<file path="config.mk">
export PLATFORM = sky130hd
export DESIGN_NAME = ahbl_master_bridge_flat
export DESIGN_NICKNAME = d
export VERILOG_FILES = /design/src/rtl/ahbl_master_bridge_if.sv /design/src/rtl/ahbl_master_bridge.sv /design/src/flat_wrapper.sv
export SDC_FILE = /design/constraint.sdc
export NUM_CORES = 1
export LEC_CHECK = 0
export BUFFER_PORTS_ARGS = -buffer_cell sky130_fd_sc_hd__buf_2
export CORE_MARGIN = 3
export CORE_UTILIZATION = 44
export DETAILED_ROUTE_END_ITERATION = 10
export PLACE_DENSITY = 0.71
export SETUP_SLACK_MARGIN = 0.02
export SKIP_LAST_GASP = 1
export SYNTH_ARGS = -nofsm -noshare
export SYNTH_HDL_FRONTEND = slang
export SYNTH_SLANG_ARGS = --single-unit
</file>
<file path="constraint.sdc">
create_clock -name HCLK -period 4.8 [get_ports HCLK]
set_clock_uncertainty 0.15 [all_clocks]
set_input_delay 0.48 -clock HCLK [delete_from_list [all_inputs] [get_ports HCLK]]
set_output_delay 0.48 -clock HCLK [all_outputs]
set_load 0.02 [all_outputs]
</file>
<file path="src/rtl/ahbl_master_bridge_if.sv">
// rtl/ahbl_master_bridge_if.sv - AHB-Lite single-master bus bundle between the bridge initiator and its slaves
interface ahbl_master_bridge_if #(
   parameter int AHB_AWIDTH = 32,
   parameter int AHB_DWIDTH = 32
);
   logic [AHB_AWIDTH-1:0] HADDR;
   logic [1:0]            HTRANS;
   logic                  HWRITE;
   logic [2:0]            HSIZE;
   logic [2:0]            HBURST;
   logic [3:0]            HPROT;
   logic [AHB_DWIDTH-1:0] HWDATA;
   logic [AHB_DWIDTH-1:0] HRDATA;
   logic                  HREADY;
   logic [1:0]            HRESP;

   modport master (
      output HADDR, HTRANS, HWRITE, HSIZE, HBURST, HPROT, HWDATA,
      input  HRDATA, HREADY, HRESP
   );

   modport slave (
      input  HADDR, HTRANS, HWRITE, HSIZE, HBURST, HPROT, HWDATA,
      output HRDATA, HREADY, HRESP
   );
endinterface

</file>
<file path="src/rtl/ahbl_master_bridge.sv">
// rtl/ahbl_master_bridge.sv - command-port to AHB-Lite initiator; AHBL_MST_INCR_EN enables INCR bursts and the 1 KB check
module ahbl_master_bridge #(
   parameter int AHB_AWIDTH = 32,
   parameter int AHB_DWIDTH = 32
) (
   input  logic                  HCLK,
   input  logic                  HRESETN,
   input  logic                  cmd_valid,
   output logic                  cmd_ready,
   input  logic                  cmd_write,
   input  logic [AHB_AWIDTH-1:0] cmd_addr,
   input  logic [2:0]            cmd_size,
   input  logic [3:0]            cmd_len,
   input  logic [AHB_DWIDTH-1:0] wr_data,
   output logic                  wr_take,
   output logic [AHB_DWIDTH-1:0] rd_data,
   output logic                  rd_valid,
   output logic                  done,
   output logic                  err,
   ahbl_master_bridge_if.master  bus
);

   localparam logic [1:0] TR_IDLE   = 2'b00;
   localparam logic [1:0] TR_NONSEQ = 2'b10;
   localparam logic [1:0] TR_SEQ    = 2'b11;
   localparam logic [2:0] BU_SINGLE = 3'b000;
   localparam logic [2:0] BU_INCR   = 3'b001;

   typedef enum logic [2:0] {S_IDLE, S_REJ, S_ADDR, S_DATA, S_ERR, S_FIN} state_t;

   state_t                state, state_nxt;
   logic [3:0]            beats_m1;
   logic [3:0]            addr_left;
   logic [3:0]            data_left;
   logic                  err_q;
   logic                  misaligned;
   logic                  cross_1k;
   logic                  cmd_bad;
   logic                  addr_step;
   logic [AHB_AWIDTH-1:0] addr_inc;
   logic                  unused_bits;

   assign bus.HPROT   = 4'b0011;
   assign addr_inc    = AHB_AWIDTH'(1) << bus.HSIZE;
   assign unused_bits = ^{cmd_len, bus.HRESP[1]};

`ifdef AHBL_MST_INCR_EN
   logic [10:0] span;
   logic [10:0] last_byte;

   assign beats_m1 = cmd_len;

   // Last byte of the burst within its 1 KB page; bit 10 set means the burst leaves the page
   always_comb begin
      span      = (11'(cmd_len) + 11'd1) << cmd_size[1:0];
      last_byte = {1'b0, cmd_addr[9:0]} + span - 11'd1;
      cross_1k  = last_byte[10];
   end
`else
   assign beats_m1 = 4'd0;
   assign cross_1k = 1'b0;
`endif

   // Alignment of the start address to the transfer size
   always_comb begin
      misaligned = 1'b0;
      case (cmd_size)
         3'd1:    misaligned = cmd_addr[0];
         3'd2:    misaligned = |cmd_addr[1:0];
         default: misaligned = 1'b0;
      endcase
   end

   assign cmd_bad = (cmd_size > 3'd2) | misaligned | cross_1k;

   // An address phase on the bus is accepted: ADDR with HREADY, or a clean beat completion in DATA
   assign addr_step = bus.HREADY &
                      ((state == S_ADDR) | ((state == S_DATA) & ~bus.HRESP[0]));

   // State register
   always_ff @(posedge HCLK or negedge HRESETN) begin
      if (!HRESETN) state <= S_IDLE;
      else          state <= state_nxt;
   end

   // Next state plus the command-side handshake outputs
   always_comb begin
      state_nxt = state;
      cmd_ready = 1'b0;
      done      = 1'b0;
      err       = 1'b0;
      wr_take   = 1'b0;
      case (state)
         S_IDLE: begin
            cmd_ready = 1'b1;
            if (cmd_valid) state_nxt = cmd_bad ? S_REJ : S_ADDR;
         end
         S_REJ: begin
            done      = 1'b1;
            err       = 1'b1;
            state_nxt = S_IDLE;
         end
         S_ADDR: begin
            if (bus.HREADY) begin
               wr_take   = bus.HWRITE;
               state_nxt = S_DATA;
            end
         end
         S_DATA: begin
            if (bus.HRESP[0]) begin
               state_nxt = bus.HREADY ? S_FIN : S_ERR;
            end else if (bus.HREADY) begin
               // Next beat's data is taken only when its SEQ address phase completes
               wr_take = bus.HWRITE & (bus.HTRANS == TR_SEQ);
               if (data_left == 4'd0) state_nxt = S_FIN;
            end
         end
         S_ERR: begin
            if (bus.HREADY) state_nxt = S_FIN;
         end
         S_FIN: begin
            done      = 1'b1;
            err       = err_q;
            state_nxt = S_IDLE;
         end
         default: state_nxt = S_IDLE;
      endcase
   end

   // Registered bus drive, beat counters, read capture and error flag
   always_ff @(posedge HCLK or negedge HRESETN) begin
      if (!HRESETN) begin
         bus.HADDR  <= '0;
         bus.HTRANS <= TR_IDLE;
         bus.HWRITE <= 1'b0;
         bus.HSIZE  <= 3'd0;
         bus.HBURST <= BU_SINGLE;
         bus.HWDATA <= '0;
         rd_data    <= '0;
         rd_valid   <= 1'b0;
         err_q      <= 1'b0;
         addr_left  <= 4'd0;
         data_left  <= 4'd0;
      end else begin
         rd_valid <= 1'b0;
         if (wr_take) bus.HWDATA <= wr_data;

         if (addr_step) begin
            if (addr_left != 4'd0) begin
               bus.HADDR  <= bus.HADDR + addr_inc;
               bus.HTRANS <= TR_SEQ;
               addr_left  <= addr_left - 4'd1;
            end else begin
               bus.HTRANS <= TR_IDLE;
            end
         end

         case (state)
            S_IDLE: begin
               if (cmd_valid) begin
                  err_q <= 1'b0;
                  if (!cmd_bad) begin
                     bus.HADDR  <= cmd_addr;
                     bus.HTRANS <= TR_NONSEQ;
                     bus.HWRITE <= cmd_write;
                     bus.HSIZE  <= cmd_size;
                     bus.HBURST <= (beats_m1 == 4'd0) ? BU_SINGLE : BU_INCR;
                     addr_left  <= beats_m1;
                     data_left  <= beats_m1;
                  end
               end
            end
            S_DATA: begin
               if (bus.HRESP[0]) begin
                  // Cancel whatever remains of the burst
                  bus.HTRANS <= TR_IDLE;
                  err_q      <= 1'b1;
               end else if (bus.HREADY) begin
                  if (!bus.HWRITE) begin
                     rd_data  <= bus.HRDATA;
                     rd_valid <= 1'b1;
                  end
                  if (data_left != 4'd0) data_left <= data_left - 4'd1;
               end
            end
            default: ;
         endcase
      end
   end

endmodule

</file>
<file path="src/flat_wrapper.sv">
// flat-port wrapper written by rule: the top's interface ports become plain ports
module ahbl_master_bridge_flat 
#(
   parameter int AHB_AWIDTH = 32,
   parameter int AHB_DWIDTH = 32
)
  (HCLK, HRESETN, cmd_valid, cmd_ready, cmd_write, cmd_addr, cmd_size, cmd_len, wr_data, wr_take, rd_data, rd_valid, done, err, bus_HADDR, bus_HTRANS, bus_HWRITE, bus_HSIZE, bus_HBURST, bus_HPROT, bus_HWDATA, bus_HRDATA, bus_HREADY, bus_HRESP);
  ahbl_master_bridge_if #(.AHB_AWIDTH(AHB_AWIDTH), .AHB_DWIDTH(AHB_DWIDTH)) bus_i ();
  input  logic HCLK;
  input  logic HRESETN;
  input  logic cmd_valid;
  output logic cmd_ready;
  input  logic cmd_write;
  input  logic [AHB_AWIDTH-1:0] cmd_addr;
  input  logic [2:0] cmd_size;
  input  logic [3:0] cmd_len;
  input  logic [AHB_DWIDTH-1:0] wr_data;
  output logic wr_take;
  output logic [AHB_DWIDTH-1:0] rd_data;
  output logic rd_valid;
  output logic done;
  output logic err;
  output wire logic [$bits(bus_i.HADDR)-1:0] bus_HADDR;
  output wire logic [$bits(bus_i.HTRANS)-1:0] bus_HTRANS;
  output wire logic [$bits(bus_i.HWRITE)-1:0] bus_HWRITE;
  output wire logic [$bits(bus_i.HSIZE)-1:0] bus_HSIZE;
  output wire logic [$bits(bus_i.HBURST)-1:0] bus_HBURST;
  output wire logic [$bits(bus_i.HPROT)-1:0] bus_HPROT;
  output wire logic [$bits(bus_i.HWDATA)-1:0] bus_HWDATA;
  input wire logic [$bits(bus_i.HRDATA)-1:0] bus_HRDATA;
  input wire logic [$bits(bus_i.HREADY)-1:0] bus_HREADY;
  input wire logic [$bits(bus_i.HRESP)-1:0] bus_HRESP;
  assign bus_HADDR = bus_i.HADDR;
  assign bus_HTRANS = bus_i.HTRANS;
  assign bus_HWRITE = bus_i.HWRITE;
  assign bus_HSIZE = bus_i.HSIZE;
  assign bus_HBURST = bus_i.HBURST;
  assign bus_HPROT = bus_i.HPROT;
  assign bus_HWDATA = bus_i.HWDATA;
  assign bus_i.HRDATA = bus_HRDATA;
  assign bus_i.HREADY = bus_HREADY;
  assign bus_i.HRESP = bus_HRESP;
  ahbl_master_bridge #(.AHB_AWIDTH(AHB_AWIDTH), .AHB_DWIDTH(AHB_DWIDTH)) u_core (.HCLK(HCLK), .HRESETN(HRESETN), .cmd_valid(cmd_valid), .cmd_ready(cmd_ready), .cmd_write(cmd_write), .cmd_addr(cmd_addr), .cmd_size(cmd_size), .cmd_len(cmd_len), .wr_data(wr_data), .wr_take(wr_take), .rd_data(rd_data), .rd_valid(rd_valid), .done(done), .err(err), .bus(bus_i));
endmodule
</file>
Word level (Yosys, flattened, before mapping)
Index checks and enable logic that the tools add are counted.
Widths: inputs -> output; s select.
{"block": "totals", "regBits": 115, "input_bits": 110}
{"block": "classes", "eq_ne": 18, "n_bitwise": 8, "n_shift": 1, "order_cmp": 1, "add_sub_neg": 3, "n_mux": 46, "n_reduce_logical": 12}
{"operator": "$mux 32", "n": 5}
{"operator": "$mux 4", "n": 10}
{"operator": "$add 32x32->32", "n": 1}
{"operator": "$shl 1x3->32 const A", "n": 1}
{"operator": "$mux 3", "n": 6}
{"operator": "$ne 2x2->1 const B", "n": 8}
{"operator": "$mux 1", "n": 12}
{"operator": "$mux 2", "n": 6}
{"operator": "$pmux 3 s4", "n": 1}
{"operator": "$eq 3x2->1 const B", "n": 3}
{"operator": "$pmux 1 s2", "n": 4}
{"operator": "$pmux 4 s2", "n": 1}
{"operator": "$reduce_bool 4->1", "n": 2}
{"operator": "$sub 4x1->4 const B", "n": 2}
{"operator": "$eq 3x1->1 const B", "n": 2}
{"operator": "$eq 3x3->1 const B", "n": 2}
{"operator": "$ne 3x3->1 const B", "n": 2}
{"operator": "$reduce_and 3->1", "n": 2}
{"operator": "$reduce_and 6->1", "n": 1}
{"operator": "$reduce_and 5->1", "n": 1}
{"operator": "$logic_not 4->1", "n": 1}
{"operator": "$pmux 2 s2", "n": 1}
{"operator": "$reduce_and 4->1", "n": 1}
{"operator": "$reduce_or 2->1", "n": 2}
{"operator": "other kinds (7)", "n": 12}

Longest topological paths before layout
Gate-level depths: netlist of run 1.
{"block": "depth", "depth_word": 8, "depth_mapped": 11, "mapped_depth_nobuf": 9}

Worst setup path after synthesis of run 1
Ideal clock, no wire load.
{"block": "synth_path", "path_kind": "register to register", "startpoint": "register u_core.bus.HSIZE[0]", "endpoint": "register u_core.bus.HADDR[30]", "t_required_ns": 4.581, "path_slack_ns": 2.074, "path_stages_with_launch": 11, "arrival_ns": 2.507, "path_buffers": 2, "cell_sequence": "dfrtp_1 -> clkbuf_1 -> nor3b_1 -> fa_1 -> a211oi_1 -> o211ai_1 -> and3_2 -> buf_6 -> nand4_4 -> or4_1 -> nand3_1"}
{"block": "synth_via", "elab_chain_cells": 7}
{"item": "start: declaration", "line_no": "ahbl_master_bridge_if.sv:18", "rtl": "output HADDR, HTRANS, HWRITE, HSIZE, HBURST, HPROT, HWDATA,"}
{"item": "start signal: assignment", "line_no": "ahbl_master_bridge.sv:166", "rtl": "bus.HSIZE <= cmd_size;"}
{"item": "$shl 1x3->32 (*)", "line_no": "ahbl_master_bridge.sv:44", "rtl": "assign addr_inc = AHB_AWIDTH'(1) << bus.HSIZE;"}
{"item": "$add 32x32->32 (*)", "line_no": "ahbl_master_bridge.sv:150", "rtl": "bus.HADDR <= bus.HADDR + addr_inc;"}
{"item": "$mux 32 (*)", "line_no": "ahbl_master_bridge.sv:149", "rtl": "if (addr_left != 4'd0) begin"}
{"item": "$mux 32 (*)", "line_no": "ahbl_master_bridge.sv:148", "rtl": "if (addr_step) begin"}
{"item": "$mux 32", "line_no": "ahbl_master_bridge.sv:162", "rtl": "if (!cmd_bad) begin"}
{"item": "$mux 32", "line_no": "ahbl_master_bridge.sv:160", "rtl": "if (cmd_valid) begin"}
{"item": "$mux 32 (*)", "line_no": "ahbl_master_bridge.sv:158", "rtl": "case (state)"}
{"item": "end signal: assignment", "line_no": "ahbl_master_bridge.sv:150"}
{"item": "end signal: assignment", "line_no": "ahbl_master_bridge.sv:163", "rtl": "bus.HADDR <= cmd_addr;"}
{"item": "end: declaration", "line_no": "ahbl_master_bridge_if.sv:18"}
Every way passes the cells marked *; elsewhere a longest branch is shown, timed or not.
A chain may end at the register's enable or synchronous reset.

Worst setup path after layout of run 1
{"block": "layout_path", "startpoint": "register u_core.bus.HSIZE[0]", "endpoint": "register u_core.bus.HADDR[13]"}
The elaborated chain is that of the path after synthesis.

==> results of run 1 <==
## final cells by class
type,count,area share
Sequential cell,115,0.3934
Multi-Input combinational cell,357,0.3470
Timing Repair Buffer,215,0.1488
Clock buffer,20,0.05969
Tap cell,168,0.02873
Clock inverter,11,0.01881
Inverter,7,0.003592
## how the worst max path moves through the flow
| stage | start | end | slack [ns] |
|---|---|---|---|
| 5_1_grt | u_core.bus.HSIZE[0] | u_core.bus.HADDR[13] | 1.15 |
| 6_report | u_core.bus.HSIZE[0] | u_core.bus.HADDR[13] | 1.46 |
| 3_3_place_gp | u_core.bus.HSIZE[0] | u_core.bus.HADDR[13] | 1.58 |
| 2_1_floorplan | u_core.bus.HSIZE[0] | u_core.bus.HADDR[30] | 2.07 |
| 4_1_cts | u_core.bus.HSIZE[0] | u_core.bus.HADDR[13] | 1.47 |
| 3_5_place_dp | u_core.bus.HSIZE[0] | u_core.bus.HADDR[13] | 1.50 |
## critical path: stages, from the launching register on
cell and delay, ns:
dfrtp_1 0.51, nor3b_1 0.38, ha_1 0.32, a211oi_1 0.24
o21ai_1 0.18, a21oi_1 0.84, nor2_1 0.15, nor4b_1 0.20
a211o_1 0.25
## cell usage after synthesis, types with 2 or more instances
cell / n / area (µm²)
dfrtp_1: 115 / 2878
mux2_2: 61 / 686.9
nand2_1: 54 / 202.7
o21ai_0: 35 / 175.2
nor2_1: 27 / 101.4
a21oi_1: 20 / 100.1
buf_2: 18 / 90.09
xor2_1: 17 / 148.9
nand3_1: 16 / 80.08
nor3_1: 13 / 65.06
xnor2_1: 13 / 113.9
ha_1: 11 / 137.6
buf_4: 8 / 60.06
inv_1: 7 / 26.28
nor3b_1: 7 / 52.55
and4_1: 5 / 43.79
and2_1: 4 / 25.02
and3_2: 4 / 30.03
clkbuf_1: 4 / 15.01
o21ai_1: 4 / 20.02
a211oi_1: 3 / 22.52
a21o_1: 3 / 22.52
and3_1: 3 / 18.77
mux2_1: 3 / 33.78
nand2b_1: 3 / 18.77
nand4_1: 3 / 18.77
o211ai_1: 3 / 22.52
o31ai_1: 3 / 22.52
or4_1: 3 / 22.52
a22o_1: 2 / 17.52
and3b_1: 2 / 17.52
buf_6: 2 / 22.52
conb_1: 2 / 7.510
mux2i_1: 2 / 20.02
nand3b_1: 2 / 15.01
nand4b_1: 2 / 17.52
nor4_1: 2 / 12.51
## where the power goes
group	switching, µW	internal (µW)	total [µW]
Sequential	334	1360	1690
Clock	417	806	1220
Combinational	1060	734	1790
## routing by layer
layer | up-vias | track usage | wire length (µm)
li1 | 2188 | - | -
met1 | 2179 | 0.2398 | 5719
met2 | 198 | 0.3250 | 6621
met3 | 26 | 0.05983 | 1052
met4 | 0 | 0.09920 | 354
met5 | - | 0 | 0
## registers in the layout (all words and copies together) (netlist names)
signal and flops:
u_core.bus.HADDR 32, u_core.bus.HWDATA 32, u_core.rd_data 32, u_core.addr_left 4
u_core.data_left 4, u_core.bus.HSIZE 3, u_core.state 3, u_core.bus.HTRANS 2
u_core.bus.HWRITE 1, u_core.err_q 1, u_core.rd_valid 1
## stage by stage
stage                       util  power (µW)  cell area (µm²)
after global routing      0.5966        4997             7316
after CTS                 0.5966        4759             7316
after global placement    0.5498        3439             6741
final                     0.5966        4703             7316
after detailed placement  0.5498        3508             6741
after floorplan                -        2869             5648
## cells by family (layout without fill, tap and decap cells)
group,count (synthesis),after routing,synth area share
simple gates,161,161,0.1563
flops,115,115,0.5112
compound gates,81,81,0.08380
mux,66,66,0.1316
buf+inv,41,253,0.04112
xor+xnor,30,30,0.04668
fa+ha+maj,12,12,0.02801
other cells,2,7,0.001334
==> impl_results.md, run 1 <==
- Place WS: about 1.5 ns
- CTS buffer count: 17
- FF-to-FF Start: u_core.bus.HSIZE[0]
- # setup viols final: 0
- Post-route insts no fill: slightly below 900
- First drt pass iteration count: 5
- CTS sink cnt: approximately 120
- Setup crit end kind: flop
- Die Width: roughly 120 µm
- First-pass GRT wire length: between 20000 and 25000 µm
- Wire length per cell: 15.40 µm
- Core region area: about 12000 µm²
- Dpl hpwl: 10080 µm
- Syn avg cell area: about 11 µm²
- Worst reg2reg setup slack: between 1 and 1.5 ns
- Kind of critical path: flop to flop
- Setup TNS: 0 ns
- Slew HR: 0.3211
- Rows: 40
- Total gr overflow: 0
- Via count: 4591
- Starting Density: 0.4591
- Seq cells post-synth: 115
- Worst-margin pin slew: approximately 1.0 ns
- Largest net degree at the start of global routing: 78
- CTS tree: built
- Initial antenna violation count: 0
- Fin. Hold Viols: 0
- Area growth syn-to-layout: 29.96%
- Worst VDD drop: about 0.36 mV
- DR DRC count: 0
- Clock Tree Buf Depth: 2
- # IOs: 224
- Gpl congestion: 0.8418
- Via-per-instance ratio: 5.141
- Worst-path maximum fanout: 12
- Sequential area share after synthesis: 0.5112
- Post-DRT Antenna Nets: 0
- Net count, final: 835
- CP Launch Type: flop
- Commonest non-fill, non-tap cell in the layout: buf_2
- CTS root buf: clkbuf_16
- Antenna cells: 0
- Period utilization: 0.6964
- Input/output buffers: about 210
- Critical Path RT: around 5 ns
- Mapped Area: between 5000 and 6000 µm²
- Max-cap violations: 0
- Hold WC Path Type: primary input to asynchronous set/reset pin
- Yosys warnings: 0
- Die Ht: about 120 µm
- Starting DRC count in detailed routing: approximately 200
- Worst reg-to-reg path cell count: 8
- Final Max Slew Viols: 0
- Worst endpoint data arrival time: roughly 3.5 ns
- Most frequent cells in the layout: buf_2 (210), dfrtp_1 (115), mux2_2 (61)
- Worst-Skew Late Latency: 0.40 ns
- Static Leak: 0.003649 µW
- Die ar.: 14190 µm²
- Post-CTS Hold Fix Bufs: 0
- Post-cts resize count: 0
- Fmax: 0.2992 GHz
- Vias in the first global route: ~4800
- Power per cell area: 642.9 nW/µm²
- Hold Slack: 0.08654 ns
- Reg clk slew, reported paths: about 0.050 ns
- Filler cell count: 1036
- RSZ-0062 raised after global routing: false
- Cell variety after synth: 59
- Post-layout minimum cycle time: approximately 3.3 ns
- Reg-to-Reg End: u_core.bus.HADDR[13]
- Footprint of the multi-input gates: about 2500 µm²
- Top_reg_cell synth: dfrtp_1
- Post-CTS setup buffer count: 0
- EDFF count, synth: 0
- Status: complete, no violations
- Final wirelength: ~14000 µm
- Share of cells above drive strength 1: 0.4345
- Async S/R FF share, synth: 1.000
- Placed insts: 862
- Register Area: approximately 2900 µm²
- Syn Inst Count: 508
- H-Tree Depth: 4
- Final WS setup: 1.458 ns
- All-Layer GR Usage: 0.1993
Note: power is estimated with default switching activity, not from simulation.
==> run 2, diff against run 1 <==
- ABC_AREA: unset -> 1
- PLACE_DENSITY: 0.71 -> 0.69
- clock period: 4.8 -> 3.5 ns (I/O delays scaled with it)
==> impl_results.md, run 2 <==
- Yosys warnings: 0 (unchanged)
- # setup viols final: 0 (unchanged)
- Post-cts resize count: 0 (unchanged)
- CTS sink cnt: 115 (unchanged)
- Vias in the first global route: 5945 (+25%)
- # IOs: 224 (unchanged)
- First drt pass iteration count: 5 (unchanged)
- Synth area leaders: dfrtp_1 (47%), nand2_1 (20%), nand3_1 (4.0%)
- Dpl hpwl: 11250 µm (+12%)
- Mapped Area: 6075 µm² (+7.9%)
- Post-CTS setup buffer count: 0 (unchanged)
- Worst-path maximum fanout: 10 (-2)
- Static Leak: 0.004732 µW (+30%)
- Hold Slack: 0.01544 ns (-0.07111 ns)
- Setup crit end kind: flop
- Fmax: 0.3915 GHz (+31%)
- Die Width: 123.5 µm (+3.7%)
- Post-DRT Antenna Nets: 0 (unchanged)
- Worst-Skew Late Latency: 0.41 ns (about the same)
- Starting DRC count in detailed routing: 419 (+110%)
- Clock Tree Buf Depth: 2 (unchanged)
- Via count: 6125 (+33%)
- Post-CTS Hold Fix Bufs: 77 (+77)
- List of most frequent post-synthesis cells: nand2_1 (325), dfrtp_1 (115), inv_1 (63)
- Seq cells post-synth: 115 (unchanged)
- Antenna cells: 0 (unchanged)
- H-Tree Depth: 4 (unchanged)
- First-pass GRT wire length: 27820 µm (+22%)
- Area growth syn-to-layout: 40.00%
- Top_reg_cell synth: dfrtp_1
- Slew HR: 0.4782 (+0.1571)
- Starting Density: 0.4551 (-0.003982)
- Final Max Slew Viols: 0 (unchanged)
- Gpl congestion: 0.8600 (+2.2%)
- Share of the synthesized area in the top cell type: 0.4737 (-0.03749)
- Period utilization: 0.7298 (+0.03343)
- Final Core Density: 0.6371 (+0.04051)
- Hold WC Path Type: primary input to flop
- Die Ht: 123.5 µm (+3.7%)
- Final wirelength: 17220 µm (+25%)
- Fin. Hold Viols: 0 (unchanged)
- Max-cap violations: 0 (unchanged)
- DR DRC count: 0 (unchanged)
- Net count, final: 1203 (+44%)
- Overall power: 7263 µW (+54%)
- Async S/R FF share, synth: 1.000 (unchanged)
- Commonest non-fill, non-tap cell in the layout: nand2_1
- Worst endpoint data arrival time: 2.67 ns (-0.81 ns)
- CTS buffer count: 17 (unchanged)
- Status: complete, no violations
- Initial antenna violation count: 0 (unchanged)
- Core region area: 13350 µm² (+8.9%)
- RSZ-0062 raised after global routing: false
- Post-layout minimum cycle time: 2.554 ns (-0.7882 ns)
- Via-per-instance ratio: 4.830 (-6.0%)
- All-Layer GR Usage: 0.2288 (+0.02947)
- Yosys top cell by area: dfrtp_1
- CP Launch Type: flop
- Die ar.: 15250 µm² (+7.5%)
- Critical Path RT: 3.61 ns (-1.33 ns)
- Share of cells above drive strength 1: 0.2555 (-0.1790)
- Power per cell area: 854.0 nW/µm² (+33%)
- Wire length per cell: 13.58 µm (-12%)
- Syn Inst Count: 795 (+56%)
- Most frequent cells in the layout: nand2_1 (325), buf_2 (210), dfrtp_1 (115)
- Worst VDD drop: 0.4594 mV (+26%)
- EDFF count, synth: 0 (unchanged)
- Largest registers: u_core.bus.HADDR x32, u_core.bus.HWDATA x32, u_core.rd_data x32
- Rows: 42 (+5.0%)
- Worst-margin pin slew: 0.7827 ns (-0.2356 ns)
- Cell variety after synth: 40 (-32%)
- Kind of critical path: flop to flop
- Top-count cell post-synth: nand2_1
- Input/output buffers: 211 (unchanged)
- Sequential area share after synthesis: 0.4737 (-0.03749)
- Total gr overflow: 0 (unchanged)
- CTS root buf: clkbuf_16
- CTS tree: built
- Setup TNS: 0 ns (unchanged)
- Reg clk slew, reported paths: 0.05 ns (about the same)
- Largest net degree at the start of global routing: 76 (-2.6%)
- Syn avg cell area: 7.641 µm² (-31%)
run 2: cell types whose count changed after synthesis, sizes merged, moves of 29 or more:
cell   change
inv       +64
mux2      -64
nand2    +285
nand3     +33
nor2      +29
run 2: worst paths after layout:
path	slack (ns)	cells past startpoint	startpoint	to
max	0.95	13	u_core.bus.HSIZE[0]	u_core.bus.HADDR[30]
min	0.02	3	cmd_size[0]	u_core.bus.HSIZE[0]
max reg2reg	0.95	13	u_core.bus.HSIZE[0]	u_core.bus.HADDR[30]
min reg2reg	0.31	2	u_core.rd_data[5]	u_core.rd_data[5]
max in group asynchronous	2.08	3	HRESETN	u_core.addr_left[1]
min in group asynchronous	0.33	2	HRESETN	u_core.rd_data[20]
run 2: area by class of cell:
type | count | area (µm²)
flip-flops and latches | 115 | 2878
clock buffers | 20 | 446.7
clock inverters | 10 | 111.4
well taps | 176 | 220.2
inverters | 71 | 269.0
fillers | 1154 | 4843
multi-input cells | 583 | 2700
repair buffers | 293 | 1879
run 2: per-layer routing:
metal | up-vias | track usage | share of wire
met2 | 205 | 0.3891 | 0.50
li1 | 3081 | - | -
met5 | - | 0 | 0
met4 | 0 | 0.07612 | 0.022
met1 | 2806 | 0.2867 | 0.42
met3 | 33 | 0.05398 | 0.057
run 2: critical path, cell delays in order, from the launching register on:
cell,delay (ns)
dfrtp_1,0.43
nor3_1,0.09
ha_1,0.23
fa_1,0.41
nand3_1,0.10
nand3_1,0.18
nand2_1,0.11
nand2_1,0.08
nand2_1,0.07
nand2_1,0.23
nand2_1,0.16
nand2_1,0.05
nand2_1,0.06
a21oi_1,0.05
run 2: cells by family after synthesis:
logic type	share of synthesized area
buf+inv	0.08486
simple gates	0.3374
xor+xnor	0.008652
flops	0.4737
compound gates	0.06818
other cells	0.001236
fa+ha+maj	0.02595
run 2: per-stage QoR:
stage	cells	worst slack, ns	cell area, µm²
4_1_cts	1268	0.9722	8504
3_3_place_gp	1161	0.9893	7176
6_report	1268	0.9458	8504
3_5_place_dp	1161	0.9824	7176
5_1_grt	1268	0.6820	8504
2_1_floorplan	800	1.198	6093
run 2: where the power goes:
group,leakage (µW),internal [µW],total (µW),switching [µW]
Sequential,0.00147,1950,2460,506
Combinational,0.00300,1100,3160,2060
Clock,0.000268,1050,1650,596
==> run 3, diff against run 2 <==
- PLACE_DENSITY: 0.69 -> 0.72
- clock period: 3.5 -> 2.1 ns (I/O delays scaled with it)
==> impl_results.md, run 3 (synthesis results as in run 2) <==
- Post-DRT Antenna Nets: 0 (unchanged)
- Antenna cells: 0 (unchanged)
- Failing checks: negative setup slack
- Largest net degree at the start of global routing: 47 (-38%)
- Largest registers: u_core.bus.HADDR x32, u_core.bus.HWDATA x32, u_core.rd_data x32
- CTS tree: built
- Reg clk slew, reported paths: 0.06 ns (about the same)
- RSZ-0062 raised after global routing: true
- Met2 wire length: 10110 µm (+17%)
- Switching power: 5982 µW (+89%)
- Comb pwr share: 0.479 (+0.045)
- # setup viols final: 28 (+28)
- Power per cell area: 1417 nW/µm² (+66%)
- CP Launch Type: flop
- Hold Path Sink: u_core.rd_valid
- # IOs: 224 (unchanged)
- Post-layout minimum cycle time: 2.314 ns (-0.2398 ns)
- Most frequent cells in the layout: nand2_1 (314), buf_2 (209), dfrtp_1 (112)
- Commonest non-fill, non-tap cell in the layout: nand2_1
- Switching Share: 0.4461 (+0.01145)
- Final wirelength: 19810 µm (+15%)
- Overall power: 13410 µW (+85%)
- Max Used Layer: met4
- Worst endpoint data arrival time: 2.48 ns (-0.19 ns)
- First-pass GRT wire length: 29990 µm (+7.8%)
- Clock Tree Buf Depth: 2 (unchanged)
- Starting DRC count in detailed routing: 428 (+2.1%)
- Share of cells above drive strength 1: 0.3267 (+0.07125)
- Placed insts: 1187 (+2.2%)
- Vias in the first global route: 6299 (+6.0%)
- Final Max Slew Viols: 0 (unchanged)
- Via count: 6641 (+8.4%)
- Worst VDD drop: 0.8496 mV (+85%)
- Post-route insts no fill: 1339 (+5.6%)
- Starting Density: 0.4551 (unchanged)
- Initial antenna violation count: 0 (unchanged)
- Gpl congestion: 0.8847 (+2.9%)
- Die ar.: 15250 µm² (unchanged)
- Via-per-instance ratio: 4.960 (+2.7%)
- DRT met1 WL: 7888 µm (+9.6%)
- Fin. Hold Viols: 0 (unchanged)
- CTS root buf: clkbuf_16
- H-Tree Depth: 4 (unchanged)
- Wire length per cell: 14.79 µm (+8.9%)
- Dpl hpwl: 11830 µm (+5.1%)
- Clock share of power: 0.210 (-0.017)
- Hold WC Path Type: primary input to flop
- Fmax: 0.4321 GHz (+10%)
- Sequential share of power: 0.312 (-0.027)
- CTS buffer count: 17 (unchanged)
- Status: finished with violations
- Net count, final: 1272 (+5.7%)
- Worst reg-to-reg path cell count: 13 (unchanged)
- Reg-to-Reg End: u_core.bus.HADDR[11]
- Die Ht: 123.5 µm (unchanged)
- FF-to-FF Start: u_core.bus.HSIZE[2]
- Die Width: 123.5 µm (unchanged)
- Setup crit end kind: flop
- Area growth syn-to-layout: 55.80%
- Static Leak: 0.005176 µW (+9.4%)
- Worst-margin pin slew: 0.5471 ns (-0.2356 ns)
- Core region area: 13350 µm² (unchanged)
- Final WS setup: -0.2145 ns (-1.160 ns)
- Internal: 7426 µW (+81%)
- Input/output buffers: 211 (unchanged)
- Slew HR: 0.6347 (+0.1566)
- First drt pass iteration count: 5 (unchanged)
- Hold Path Stages: 3 (unchanged)
- Rows: 42 (unchanged)
- Kind of critical path: flop to flop
- DR DRC count: 0 (unchanged)
- Critical Path RT: 2.26 ns (-1.35 ns)
- Worst-Skew Late Latency: 0.42 ns (about the same)
- Cell Area, Placed: 7428 µm² (+3.5%)
- Met3 routed WL: 1258 µm (+27%)
- Hold Crit Start: bus_HRESP[0]
- Fin area: 9464 µm² (+11%)
- All-Layer GR Usage: 0.2484 (+0.01958)
- Period utilization: 1.102 (+0.3723)
- Total gr overflow: 0 (unchanged)
- Worst reg2reg setup slack: -0.21 ns (-1.16 ns)
- Max-cap violations: 0 (unchanged)
- CTS sink cnt: 115 (unchanged)
- Worst-path maximum fanout: 6 (-4)
run 3: cell types whose count changed in the layout (fill, tap and decap cells not counted), sizes merged:
cell         delta
nand2           +3
buf            +43
clkbuf          -3
bufinv          -1
clkinvlp        +1
inv             +5
dlygate4sd3    +23
run 3: layer usage:
| layer | up-vias | GRT usage |
|---|---|---|
| li1 | 3239 | - |
| met4 | 0 | 0.1031 |
| met2 | 268 | 0.4200 |
| met5 | - | 0 |
| met3 | 51 | 0.05947 |
| met1 | 3083 | 0.3042 |
run 3: how the worst max path moves through the flow:
stage | start | endpoint | slack [ns] | cells past startpoint
after detailed placement | u_core.bus.HSIZE[0] | u_core.bus.HADDR[13] | -0.25 | 11
after CTS | u_core.bus.HSIZE[2] | u_core.bus.HADDR[31] | -0.10 | 13
final | u_core.bus.HSIZE[2] | u_core.bus.HADDR[11] | -0.21 | 13
after global routing | u_core.bus.HSIZE[2] | u_core.bus.HADDR[11] | -0.31 | 13
after global placement | u_core.bus.HSIZE[1] | u_core.bus.HADDR[13] | -0.16 | 10
after floorplan | u_core.bus.HSIZE[1] | u_core.bus.HADDR[13] | -0.01 | 11
run 3: worst max-delay path: stages (launching register included):
cell and delay, ns:
dfrtp_2 0.48, buf_4 0.17, nor3_4 0.22, ha_1 0.19, nand2_1 0.08, nand2_1 0.08, nand3_1 0.09, nand3_2 0.13
nand2_4 0.10, nand2_4 0.14, nand2_4 0.07, buf_4 0.13, o21ai_1 0.11, nand2_1 0.06
run 3: cell type report:
cell class,count,area (µm²)
flip-flops and latches,115,2882
repair buffers,359,2464
fillers,984,3884
inverters,71,286.5
well taps,176,220.2
clock inverters,15,148.9
multi-input cells,586,3038
clock buffers,17,425.4
run 3: what timing repair did:
item,in CTS,in global routing
pin swaps,3,31
endpoints found under the setup margin,28,31
setup buffers,2,15
resized for setup,23,48
hold endpoints to repair,183,0
hold buffers,100,0
cloned,1,2
run 3: stage by stage:
step,TNS [ns],hold slack [ns],setup WS (ns),utilization
2_1_floorplan,-0.01438,-0.2356,-0.01438,-
3_3_place_gp,-2.262,0.005324,-0.1562,0.5565
3_5_place_dp,-3.988,0.01326,-0.2541,0.5565
4_1_cts,-1.533,0.04618,-0.1003,0.6834
5_1_grt,-6.785,0.09185,-0.3068,0.7090
6_report,-3.735,0.09148,-0.2145,0.7090
run 3: power groups by stage:
stage               registers, µW  clock network [µW]  logic [µW]
global route                 4310                2960        7010
finish                       4180                2810        6420
detailed placement           4110                   0        5490
CTS                          4100                2840        5790
floorplan                    5170                   0        2340
global placement             4080                   0        5370
